<file path="src/rtl/clk_freq_meter_pkg.sv">
// Shared definitions for the clock frequency meter.
// Holds the FSM state encoding and the default window/expectation
// values for checking PLL/divider taps against the 16 MHz core clock.
package clk_freq_meter_pkg;

  // Defaults: 100 us gate at 16 MHz, expecting a 1 MHz tap.
  localparam int unsigned DEF_GATE_CYCLES = 1600;
  localparam int unsigned DEF_CNT_W       = 16;
  localparam int unsigned DEF_EXPECT      = 100;
  localparam int unsigned DEF_TOL         = 2;

  // FSM state encoding: IDLE, ARM, COUNT, REPORT.
  localparam int unsigned STATE_W = 2;
  typedef logic [STATE_W-1:0] state_t;

  localparam state_t IDLE   = 2'd0;
  localparam state_t ARM    = 2'd1;
  localparam state_t COUNT  = 2'd2;
  localparam state_t REPORT = 2'd3;

endpackage

</file>
<file path="src/rtl/sync_edge_det.sv">
// Two-flop synchronizer followed by a rising-edge detector.
// Reusable for any asynchronous single-bit input.
// Ports:
//   clk     - sampling clock
//   resetn  - asynchronous active-low reset
//   d_async - asynchronous input
//   rise    - one-cycle pulse per synchronized rising edge
//             (combinational from the last flop pair)
module sync_edge_det (
  input  logic clk,
  input  logic resetn,
  input  logic d_async,
  output logic rise
);

  logic sync1;
  logic sync2;
  logic sync2_d;

  // sync1/sync2 resolve metastability; sync2_d holds the previous level.
  always_ff @(posedge clk or negedge resetn) begin
    if (!resetn) begin
      sync1   <= 1'b0;
      sync2   <= 1'b0;
      sync2_d <= 1'b0;
    end else begin
      sync1   <= d_async;
      sync2   <= sync1;
      sync2_d <= sync2;
    end
  end

  assign rise = sync2 & ~sync2_d;

endmodule

</file>
<file path="src/rtl/clk_freq_meter.sv">
// Clock frequency meter: counts rising edges of meas_in over a window of
// GATE_CYCLES clk cycles and reports the count plus a range check
// against EXPECT +/- TOL.
// Optional feature macro: CLK_FREQ_METER_STICKY_ERR_EN enables the
// sticky out-of-range flag; when undefined err_sticky is tied low.
// Ports:
//   clk        - system clock (only clock domain)
//   resetn     - asynchronous active-low reset
//   enable     - run back-to-back measurements while high
//   meas_in    - signal under test, asynchronous to clk
//   err_clr    - clears err_sticky
//   count      - edges counted in the last completed window
//   valid      - one-cycle pulse when count/in_range update
//   in_range   - last count within EXPECT +/- TOL
//   err_sticky - sticky out-of-range flag
module clk_freq_meter
  import clk_freq_meter_pkg::*;
#(
  parameter int unsigned GATE_CYCLES = DEF_GATE_CYCLES,
  parameter int unsigned CNT_W       = DEF_CNT_W,
  parameter int unsigned EXPECT      = DEF_EXPECT,
  parameter int unsigned TOL         = DEF_TOL
) (
  input  logic             clk,
  input  logic             resetn,
  input  logic             enable,
  input  logic             meas_in,
  input  logic             err_clr,
  output logic [CNT_W-1:0] count,
  output logic             valid,
  output logic             in_range,
  output logic             err_sticky
);

  localparam int unsigned GATE_W = (GATE_CYCLES > 1) ? $clog2(GATE_CYCLES) : 1;
  localparam int unsigned CMP_W  = CNT_W + 1;
  localparam logic [GATE_W-1:0] GATE_LAST = GATE_W'(GATE_CYCLES - 1);
  localparam logic [CNT_W-1:0]  CNT_MAX   = '1;

  state_t            state;
  state_t            state_nxt;
  logic [GATE_W-1:0] gate_cnt;
  logic [CNT_W-1:0]  edge_cnt;
  logic              meas_rise;
  logic [CMP_W-1:0]  edge_ext;
  logic [CMP_W-1:0]  expect_ext;
  logic [CMP_W-1:0]  diff_c;
  logic              in_range_c;

  sync_edge_det u_sync (
    .clk     (clk),
    .resetn  (resetn),
    .d_async (meas_in),
    .rise    (meas_rise)
  );

  // Absolute distance from EXPECT, one bit wider so neither side can wrap.
  assign edge_ext   = {1'b0, edge_cnt};
  assign expect_ext = CMP_W'(EXPECT);
  assign diff_c     = (edge_ext >= expect_ext) ? (edge_ext - expect_ext)
                                               : (expect_ext - edge_ext);
  assign in_range_c = (diff_c <= CMP_W'(TOL));

  // State register.
  always_ff @(posedge clk or negedge resetn) begin
    if (!resetn) begin
      state <= IDLE;
    end else begin
      state <= state_nxt;
    end
  end

  // Next-state logic; dropping enable mid-window aborts without a report.
  always_comb begin
    state_nxt = state;
    case (state)
      IDLE:    if (enable) state_nxt = ARM;
      ARM:     state_nxt = COUNT;
      COUNT: begin
        if (!enable)                   state_nxt = IDLE;
        else if (gate_cnt == GATE_LAST) state_nxt = REPORT;
      end
      REPORT:  state_nxt = enable ? ARM : IDLE;
      default: state_nxt = IDLE;
    endcase
  end

  // Window counters and registered results.
  always_ff @(posedge clk or negedge resetn) begin
    if (!resetn) begin
      gate_cnt <= '0;
      edge_cnt <= '0;
      count    <= '0;
      valid    <= 1'b0;
      in_range <= 1'b0;
    end else begin
      valid <= 1'b0;
      case (state)
        ARM: begin
          gate_cnt <= '0;
          edge_cnt <= '0;
        end
        COUNT: begin
          gate_cnt <= gate_cnt + GATE_W'(1);
          // Saturate rather than wrap so a runaway input never reads as slow.
          if (meas_rise && (edge_cnt != CNT_MAX)) begin
            edge_cnt <= edge_cnt + CNT_W'(1);
          end
        end
        REPORT: begin
          count    <= edge_cnt;
          in_range <= in_range_c;
          valid    <= 1'b1;
        end
        default: ;
      endcase
    end
  end

`ifdef CLK_FREQ_METER_STICKY_ERR_EN
  // A failing report wins over a simultaneous clear.
  always_ff @(posedge clk or negedge resetn) begin
    if (!resetn) begin
      err_sticky <= 1'b0;
    end else if ((state == REPORT) && !in_range_c) begin
      err_sticky <= 1'b1;
    end else if (err_clr) begin
      err_sticky <= 1'b0;
    end
  end
`else
  logic unused_err_clr;
  assign unused_err_clr = err_clr;
  assign err_sticky     = 1'b0;
`endif

endmodule
</file>
<file path="config.mk">
export PLATFORM = sky130hd
export DESIGN_NAME = clk_freq_meter
export DESIGN_NICKNAME = d
export VERILOG_FILES = /design/src/rtl/clk_freq_meter_pkg.sv /design/src/rtl/sync_edge_det.sv /design/src/rtl/clk_freq_meter.sv
export SDC_FILE = /design/constraint.sdc
export NUM_CORES = 1
export LEC_CHECK = 0
export ABC_CLOCK_PERIOD_IN_PS = 3000
export BUFFER_PORTS_ARGS = -buffer_cell sky130_fd_sc_hd__buf_2
export CAP_MARGIN = 40
export CORE_MARGIN = 2
export CORE_UTILIZATION = 45
export CTS_CLUSTER_DIAMETER = 80
export DETAILED_ROUTE_END_ITERATION = 10
export SETUP_SLACK_MARGIN = 0.02
export SKIP_CTS_REPAIR_TIMING = 1
export SLEW_MARGIN = 10
export SYNTH_ARGS = -nofsm -noshare
export SYNTH_HDL_FRONTEND = slang
export SYNTH_SLANG_ARGS = --single-unit
</file>
<file path="constraint.sdc">
create_clock -name clk -period 3 [get_ports clk]
set_input_delay 0.6 -clock clk [delete_from_list [all_inputs] [get_ports clk]]
set_output_delay 0.6 -clock clk [all_outputs]
set_load 0.005 [all_outputs]
</file>
==> results of run 1 <==
[where the power goes]
part,internal [µW],total (µW),leakage (µW),switching [µW]
registers,717,763,0.000686,46.1
clock network,165,386,0.0000452,221
logic,156,432,0.000666,276
[worst max-delay path by stage]
stage / from / end / slack [ns] / depth (start not counted)
2_1_floorplan: edge_cnt[3] / in_range / 0.69 / 9
3_3_place_gp: edge_cnt[3] / in_range / 0.49 / 8
3_5_place_dp: edge_cnt[3] / in_range / 0.45 / 8
4_1_cts: edge_cnt[3] / in_range / 0.42 / 8
5_1_grt: edge_cnt[3] / in_range / 0.25 / 9
6_report: edge_cnt[3] / in_range / 0.40 / 8
[per-stage QoR]
step           hold WS (ns)  setup WS, ns  area, µm²   util  instances
2_1_floorplan         0.304         0.691       2880      -        299
3_3_place_gp          0.337         0.493       2990  0.476        381
3_5_place_dp          0.339         0.450       2990  0.476        381
4_1_cts               0.243         0.419       3080  0.490        389
5_1_grt               0.263         0.253       3080  0.490        389
6_report              0.234         0.404       3080  0.490        389
[cell families (layout without fill, tap and decap cells)]
logic type	Yosys count	after routing	share of synthesized area
compound gates	59	59	0.135
xor+xnor	17	17	0.0518
fa+ha+maj	12	12	0.0522
buf+inv	35	48	0.0596
flops	50	50	0.435
mux	20	20	0.0766
other cells	1	1	0.00130
simple gates	105	105	0.189
[synth_stat cells, types with 3 or more instances]
library cell  number  area share
o22ai_1            4      0.0087
nor2_1            21       0.027
a31oi_1            4      0.0087
buf_4              6       0.016
ha_1              12       0.052
clkbuf_1           8       0.010
or3_1              5       0.011
inv_1             15       0.020
nand3_1           16       0.028
nand2_1           31       0.040
xnor2_1            7       0.021
o21ai_0           23       0.040
dfrtp_1           50        0.43
mux2i_1            4       0.014
nor3_1             5      0.0087
xor2_1            10       0.030
and3_1             3      0.0065
or2_2              3      0.0065
a41oi_1            3      0.0091
mux2_2            16       0.063
a21oi_1            9       0.016
o31ai_1            3      0.0078
nand4_1            3      0.0065
[state kept, by name (all words and copies together) (netlist names)]
register and count:
count 16, u_sync.sync1 1, valid 1, u_sync.sync2_d 1, gate_cnt 11, state 2, in_range 1, edge_cnt 16
u_sync.sync2 1
[area by class of cell]
type | count | area, µm² | area share
Inverter | 16 | 60.1 | 0.0195
Multi-Input combinational cell | 214 | 1450 | 0.473
Timing Repair Buffer | 24 | 128 | 0.0415
Tap cell | 77 | 96.3 | 0.0313
Clock inverter | 2 | 13.8 | 0.00448
Sequential cell | 50 | 1250 | 0.407
Clock buffer | 6 | 72.6 | 0.0236
[routing by layer]
| layer | share of wire | GRT usage | up-vias |
|---|---|---|---|
| met5 | 0 | 0 | - |
| met4 | 0.0066 | 0.0630 | 0 |
| met3 | 0.030 | 0.0307 | 2 |
| met2 | 0.48 | 0.272 | 35 |
| met1 | 0.48 | 0.224 | 1035 |
| li1 | - | - | 1065 |
==> summary.txt, run 1 <==
Run status
  • Status: completed

Logic synthesis
  • Syn Area/Cell: 9.62 µm²
  • Area of the mapped netlist: about 2900 µm²
  • Netlist cell types: 53
  • Ys flop type: dfrtp_1
  • Yosys warnings: 0
  • Total nets after synthesis: 316
  • Register area share after synthesis: 0.435
  • Post-synth EDFFs: 0
  • Yosys reg bits: 50
  • Synth Instances: 299
  • Post-synth ARST share: 1.00

Setup path
  • Max Fanout on Critical Path: 9
  • Crit-path slowest cell: dfrtp_1
  • Worst Setup End Kind: flip-flop
  • Kind of critical path: flip-flop to flip-flop
  • Crit start category: flip-flop
  • Reg2reg end: in_range
  • Delay-heaviest family, CP: compound AO/OA/AOI/OAI gates
  • Reg2Reg Launch Point: edge_cnt[3]
  • Worst reg-to-reg path cell count: 8
  • Crit path required time: 3.21 ns
  • WP buf/inv: 1
  • FF-to-FF setup slack: 0.40 ns
  • Data arrival, critical path: 2.81 ns
  • Crit path cell chain: clkinv_1, ha_1, nand3_1, o211ai_1, or2_1, mux2i_1, a2111o_1, o32ai_2
  • Slowest stage delay, CP: 0.47 ns

Global routing
  • Vias in the first global route: 2024
  • GR Util All Layers: 0.168
  • First-pass GRT wire length: 9.47 mm
  • Global route overflow: 0
  • Antenna violations before repair: 0
  • Largest net degree at the start of global routing: 31

Worst hold path
  • Worst hold path type: primary input to asynchronous set/reset pin

Route
  • Routed via count: around 2.1k
  • DR pass1 iterations: 4
  • Drt wl/cell: ~14 µm
  • Antenna viol nets, final: 0
  • Initial drt markers: 94
  • Final wirelength: 5.47 mm
  • Via density: 5.49
  • Post-route DRC violation count: 0

Placed design
  • Hpwl dp: 4.01 mm
  • I/O Buffers: 21
  • GP Congestion: 0.906

Layout
  • Antenna Cells: 0
  • Most frequent cells in the layout: dfrtp_1 (50), nand2_1 (31), o21ai_0 (23)
  • Layout cells sized above 1: 0.179
  • Final nets: 328
  • Commonest non-fill, non-tap cell in the layout: dfrtp_1
  • Fillers: 596
  • P&R area growth vs syn: 6.92%

Timing
  • Final Hold Viols: 0
  • Minimum clock period: 2.60 ns
  • Final setup fails: 0
  • Least-Margin Pin Slew: 0.758 ns
  • Slew margin rel.: 0.494
  • Max-slew violations: 0
  • Final setup TNS: 0 ns
  • F_max: slightly below 400 MHz
  • RSZ-0062 raised after global routing: no
  • Clock skew: between 0.003 and 0.004 ns
  • Tcrit/Tclk final: 0.865

Pwr
  • Max VDD drop: 217 µV
  • Total power: between 1500 and 2000 µW
  • Pleak: between 0.001 and 0.0015 µW
  • Pwr/cell area: just over 500 nW/µm²

Die
  • Vert. Die Dim: 84.0 µm
  • Die X: roughly 84 µm
  • Core Area: between 6000 and 7000 µm²
  • Initial Utilization: 0.458
  • # rows: 29
  • I/O pin cnt: 24
  • Die ar.: 7050 µm²

Clock tree
  • Num CTS Buffers: 5
  • Number of H-tree levels: 2
  • Reg clk slew, reported paths: about 0.090 ns
  • Max Root-Sink Buffers: 2
  • TritonCTS Sinks: 50
  • CTS tree: done
  • Root Buffer: clkbuf_8
  • Worst skew pair latency: 0.30 ns

Flow run
  • Max cap viols: 0
No activity file was read; power rests on OpenSTA's default activity.
==> inputs of run 2 (changes only) <==
CTS_BUF_LIST = sky130_fd_sc_hd__clkbuf_8   (was unset)
==> summary.txt, run 2 (synthesis gave the netlist of run 1 again) <==
Clock tree
  • TritonCTS Sinks: 50 (unchanged)
  • Number of H-tree levels: 2 (unchanged)
  • Root Buffer: clkbuf_8
  • Num CTS Buffers: 5 (unchanged)
  • Worst skew pair latency: 0.30 ns (about the same)
  • Reg clk slew, reported paths: 0.09 ns (about the same)
  • Max Root-Sink Buffers: 2 (unchanged)
  • CTS tree: done

Pwr
  • Reg power frac: 0.483 (about the same)
  • Total power: 1580 µW (-0.24%)
  • Pleak: 0.00140 µW (+0.30%)
  • Pwr/cell area: 513 nW/µm² (-0.24%)
  • Int Pwr: 1030 µW (-0.33%)
  • Switching pwr: 543 µW (about the same)
  • Power share of the clock group: 0.243 (about the same)
  • Max VDD drop: 217 µV (about the same)
  • Sw frac: 0.344 (+0.000570)
  • Logic pwr share: 0.274 (about the same)

Setup path
  • Worst setup endpoint: in_range
  • Kind of critical path: flip-flop to flip-flop
  • Data arrival, critical path: 2.81 ns (about the same)
  • Crit start category: flip-flop
  • FF-to-FF setup slack: 0.40 ns (about the same)
  • Reg2reg end: in_range
  • Worst reg-to-reg path cell count: 8 (unchanged)
  • Max Fanout on Critical Path: 9 (unchanged)
  • Reg2Reg Launch Point: edge_cnt[3]
  • Worst Setup End Kind: flip-flop
  • Crit path required time: 3.21 ns (about the same)
  • Setup crit start: edge_cnt[3]

Route
  • Final wirelength: 5.47 mm (about the same)
  • Via density: 5.49 (about the same)
  • Drt wl/cell: 14.1 µm (about the same)
  • Post-route DRC violation count: 0 (unchanged)
  • Initial drt markers: 94 (unchanged)
  • Routed via count: 2136 (-0.047%)
  • Antenna viol nets, final: 0 (unchanged)
  • DR pass1 iterations: 4 (unchanged)

Die
  • Core Area: 6280 µm² (unchanged)
  • I/O pin cnt: 24 (unchanged)
  • Die X: 84.0 µm (unchanged)
  • # rows: 29 (unchanged)
  • Vert. Die Dim: 84.0 µm (unchanged)
  • Initial Utilization: 0.458 (unchanged)
  • Die ar.: 7050 µm² (unchanged)

Timing
  • Least-Margin Pin Slew: 0.757 ns (-0.00144 ns)
  • RSZ-0062 raised after global routing: no
  • Final Hold Viols: 0 (unchanged)
  • Max-slew violations: 0 (unchanged)
  • Final setup fails: 0 (unchanged)
  • Clock skew: 0.00299 ns (-0.000458 ns)
  • Slew margin rel.: 0.495 (+0.000964)
  • Tcrit/Tclk final: 0.866 (about the same)
  • Minimum clock period: 2.60 ns (+0.000974 ns)
  • Final setup TNS: 0 ns (unchanged)
  • F_max: 385 MHz (about the same)

Global routing
  • Global route overflow: 0 (unchanged)
  • GR Util All Layers: 0.168 (unchanged)
  • Antenna violations before repair: 0 (unchanged)
  • First-pass GRT wire length: 9.47 mm (unchanged)
  • Largest net degree at the start of global routing: 31 (unchanged)
  • Vias in the first global route: 2024 (unchanged)

Flow run
  • Max cap viols: 0 (unchanged)

Placed design
  • Hpwl dp: 4.01 mm (unchanged)
  • I/O Buffers: 21 (unchanged)
  • GP Congestion: 0.906 (unchanged)

Layout
  • Commonest non-fill, non-tap cell in the layout: dfrtp_1
  • Top flop regs: count x16, edge_cnt x16, gate_cnt x11
  • P&R area growth vs syn: 6.92% (unchanged)
  • Final nets: 328 (unchanged)
  • Layout cells sized above 1: 0.179 (unchanged)
  • Most frequent cells in the layout: dfrtp_1 (50), nand2_1 (31), o21ai_0 (23)
  • Antenna Cells: 0 (unchanged)

Run status
  • Status: completed

Worst hold path
  • Worst hold path type: primary input to asynchronous set/reset pin
[run 2: cell types whose count changed in the layout (fill, tap and decap cells not counted)]
cell | previous run | this run
inv_1 | 15 | 16
clkbuf_1 | 1 | 0
[run 2: final cells by class]
type,instances,area (µm²)
Fill cell,596,3200
Multi-Input combinational cell,214,1450
Sequential cell,50,1250
Timing Repair Buffer,24,128
Tap cell,77,96.3
Clock buffer,5,68.8
Inverter,16,60.1
Clock inverter,3,17.5
[run 2: power groups by stage]
| stage | combinational, µW | clock (µW) | sequential [µW] |
|---|---|---|---|
| CTS | 441 | 403 | 764 |
| floorplan | 339 | 0 | 767 |
| finish | 432 | 383 | 763 |
| global route | 491 | 431 | 773 |
| detailed placement | 439 | 0 | 778 |
| global placement | 438 | 0 | 775 |
[run 2: stage by stage]
step | instance area, µm² | setup WS [ns] | utilization | instances | hold slack, ns
after detailed placement | 2990 | 0.450 | 0.476 | 381 | 0.339
final | 3080 | 0.403 | 0.490 | 389 | 0.235
after floorplan | 2880 | 0.691 | - | 299 | 0.304
after global placement | 2990 | 0.493 | 0.476 | 381 | 0.337
after global routing | 3080 | 0.253 | 0.490 | 389 | 0.263
after CTS | 3080 | 0.419 | 0.490 | 389 | 0.243
[run 2: how the worst min path moves through the flow]
stage / start / slack [ns] / to / cells after the start
finish: resetn / 0.23 / count[5] / 1
global route: resetn / 0.26 / count[5] / 1
detailed placement: u_sync.sync1 / 0.34 / u_sync.sync2 / 0
CTS: resetn / 0.24 / count[3] / 1
global placement: u_sync.sync1 / 0.34 / u_sync.sync2 / 0
floorplan: resetn / 0.30 / count[0] / 0
[run 2: metal layers]
layer,track usage,wire (µm),part of all wire,vias up
li1,-,-,-,1064
met1,0.224,2640,0.48,1035
met2,0.272,2620,0.48,35
met3,0.0307,167,0.031,2
met4,0.0630,36,0.0066,0
met5,0,0,0,-
[run 2: critical path: stages, from the launching register on]
cell      delay (ns)
dfrtp_1         0.47
clkinv_1        0.28
ha_1            0.29
nand3_1         0.11
o211ai_1        0.12
or2_1           0.37
mux2i_1         0.15
a2111o_1        0.45
o32ai_2         0.26
==> inputs of run 3 (changes only) <==
PLACE_DENSITY = 0.67   (was unset)
==> summary.txt, run 3 (synthesis gave the netlist of run 1 again) <==
Setup path
  • Crit start category: flip-flop
  • Max Fanout on Critical Path: 9 (unchanged)
  • Slowest stage delay, CP: 0.48 ns (about the same)
  • Worst Setup End Kind: flip-flop
  • Delay-heaviest family, CP: compound AO/OA/AOI/OAI gates
  • WP buf/inv: 1 (unchanged)
  • Kind of critical path: flip-flop to flip-flop
  • Data arrival, critical path: 2.77 ns (-0.04 ns)
  • Crit-path slowest cell: dfrtp_1
  • Crit path required time: 3.21 ns (about the same)
  • Crit path cell chain: clkinv_1, ha_1, nand3_1, o211ai_1, or2_1, mux2i_1, a2111o_1, o32ai_2

Pwr
  • Pwr/cell area: 516 nW/µm² (+0.58%)
  • Max VDD drop: 333 µV (+53%)
  • Pleak: 0.00139 µW (-0.44%)

Global routing
  • Top Usage Layer GRT: met2
  • Global route overflow: 0 (unchanged)
  • GR Util All Layers: 0.173 (+0.00580)
  • Largest net degree at the start of global routing: 28 (-9.7%)
  • GRT met2 Usage: 0.295 (+0.0225)
  • M3 GR Usage: 0.0336 (+0.00297)
  • First-pass GRT wire length: 9.99 mm (+5.5%)
  • Antenna violations before repair: 0 (unchanged)
  • Met1 GRT Util: 0.228 (+0.00417)
  • Vias in the first global route: 2150 (+6.2%)

Timing
  • Slew margin rel.: 0.487 (-0.00719)
  • Final Hold Viols: 0 (unchanged)
  • Clock skew: 0.00882 ns (+0.00582 ns)
  • RSZ-0062 raised after global routing: no
  • Final setup fails: 0 (unchanged)
  • Tcrit/Tclk final: 0.852 (-0.0137)
  • Least-Margin Pin Slew: 0.767 ns (+0.0108 ns)
  • Minimum clock period: 2.56 ns (-0.0411 ns)
  • Fin worst setup slack: 0.444 ns (+0.0411 ns)
  • Final setup TNS: 0 ns (unchanged)
  • Max-slew violations: 0 (unchanged)
  • F_max: 391 MHz (+1.6%)

Die
  • Initial Utilization: 0.458 (unchanged)
  • Die X: 84.0 µm (unchanged)
  • Vert. Die Dim: 84.0 µm (unchanged)
  • Core Area: 6280 µm² (unchanged)
  • # rows: 29 (unchanged)
  • Die ar.: 7050 µm² (unchanged)
  • I/O pin cnt: 24 (unchanged)

Clock tree
  • CTS tree: done
  • Max Root-Sink Buffers: 2 (unchanged)
  • Reg clk slew, reported paths: 0.09 ns (about the same)
  • Root Buffer: clkbuf_8
  • Worst skew pair latency: 0.30 ns (about the same)
  • Num CTS Buffers: 5 (unchanged)
  • Number of H-tree levels: 2 (unchanged)
  • TritonCTS Sinks: 50 (unchanged)

Layout
  • Post-layout util: 0.489 (-0.000598)
  • Commonest non-fill, non-tap cell in the layout: dfrtp_1
  • Final nets: 328 (unchanged)
  • Most frequent cells in the layout: dfrtp_1 (50), nand2_1 (31), o21ai_0 (23)
  • Layout cells sized above 1: 0.177 (-0.00207)
  • P&R area growth vs syn: 6.79%
  • Fillers: 589 (-1.2%)
  • Antenna Cells: 0 (unchanged)
  • Top flop regs: count x16, edge_cnt x16, gate_cnt x11

Placed design
  • Pre-CTS worst setup slack: 0.488 ns (+0.0375 ns)
  • Hpwl dp: 4.06 mm (+1.2%)
  • I/O Buffers: 21 (unchanged)
  • GP Congestion: 0.871 (-3.8%)

Route
  • Final wirelength: 5.55 mm (+1.5%)
  • Antenna viol nets, final: 0 (unchanged)
  • DR pass1 iterations: 4 (unchanged)
  • Initial drt markers: 95 (+1.1%)
  • Routed via count: 2138 (+0.094%)
  • Post-route DRC violation count: 0 (unchanged)
  • Via density: 5.52 (+0.61%)
  • Drt wl/cell: 14.3 µm (+2.0%)

Flow run
  • Max cap viols: 0 (unchanged)

Run status
  • Status: completed

Worst hold path
  • Worst hold path type: primary input to asynchronous set/reset pin
==> run 3: changes by cell type in the layout (fill, tap and decap cells not counted), sizes merged <==
cell / change
clkbuf: +1
clkinv: -2
inv: -1
==> run 3: layout make-up <==
| cell class | instances | area [µm²] | share of cell area |
|---|---|---|---|
| tap | 77 | 96.3 | 0.0314 |
| inverter | 16 | 60.1 | 0.0196 |
| clock buffer | 6 | 82.6 | 0.0269 |
| timing repair buffer | 24 | 128 | 0.0415 |
| multi-input combinational | 214 | 1450 | 0.473 |
| sequential | 50 | 1250 | 0.407 |
==> run 3: final timing paths <==
| path | startpoint | to | slack (ns) | cells past startpoint |
|---|---|---|---|---|
| hold reg to reg | u_sync.sync1 | u_sync.sync2 | 0.36 | 0 |
| min in group clk | u_sync.sync1 | u_sync.sync2 | 0.36 | 0 |
| max in group asynchronous | resetn | edge_cnt[7] | 1.96 | 2 |
| setup / recovery | edge_cnt[3] | in_range | 0.44 | 8 |
| hold / removal | resetn | edge_cnt[5] | 0.27 | 1 |
| setup reg to reg | edge_cnt[3] | in_range | 0.44 | 8 |
==> run 3: power by group <==
part | internal [µW] | total (µW) | switching, µW | leakage (µW)
clock network | 178 | 387 | 209 | 0.0000431
logic | 156 | 436 | 280 | 0.000666
registers | 717 | 762 | 45.1 | 0.000686
==> run 3: metal layers <==
| metal | wire length (µm) | vias to the layer above | part of all wire |
|---|---|---|---|
| met5 | 0 | - | 0 |
| met4 | 64 | 0 | 0.012 |
| met3 | 110 | 9 | 0.020 |
| met2 | 2770 | 22 | 0.50 |
| met1 | 2600 | 1044 | 0.47 |
| li1 | - | 1063 | - |
==> run 3: per-stage QoR <==
stage	hold slack, ns	cell area, µm²	total power (µW)	instances
after floorplan	0.304	2880	1110	299
final	0.273	3070	1580	387
after CTS	0.295	3070	1610	387
after global routing	0.323	3070	1700	387
after detailed placement	0.343	2990	1220	381
after global placement	0.332	2990	1210	381
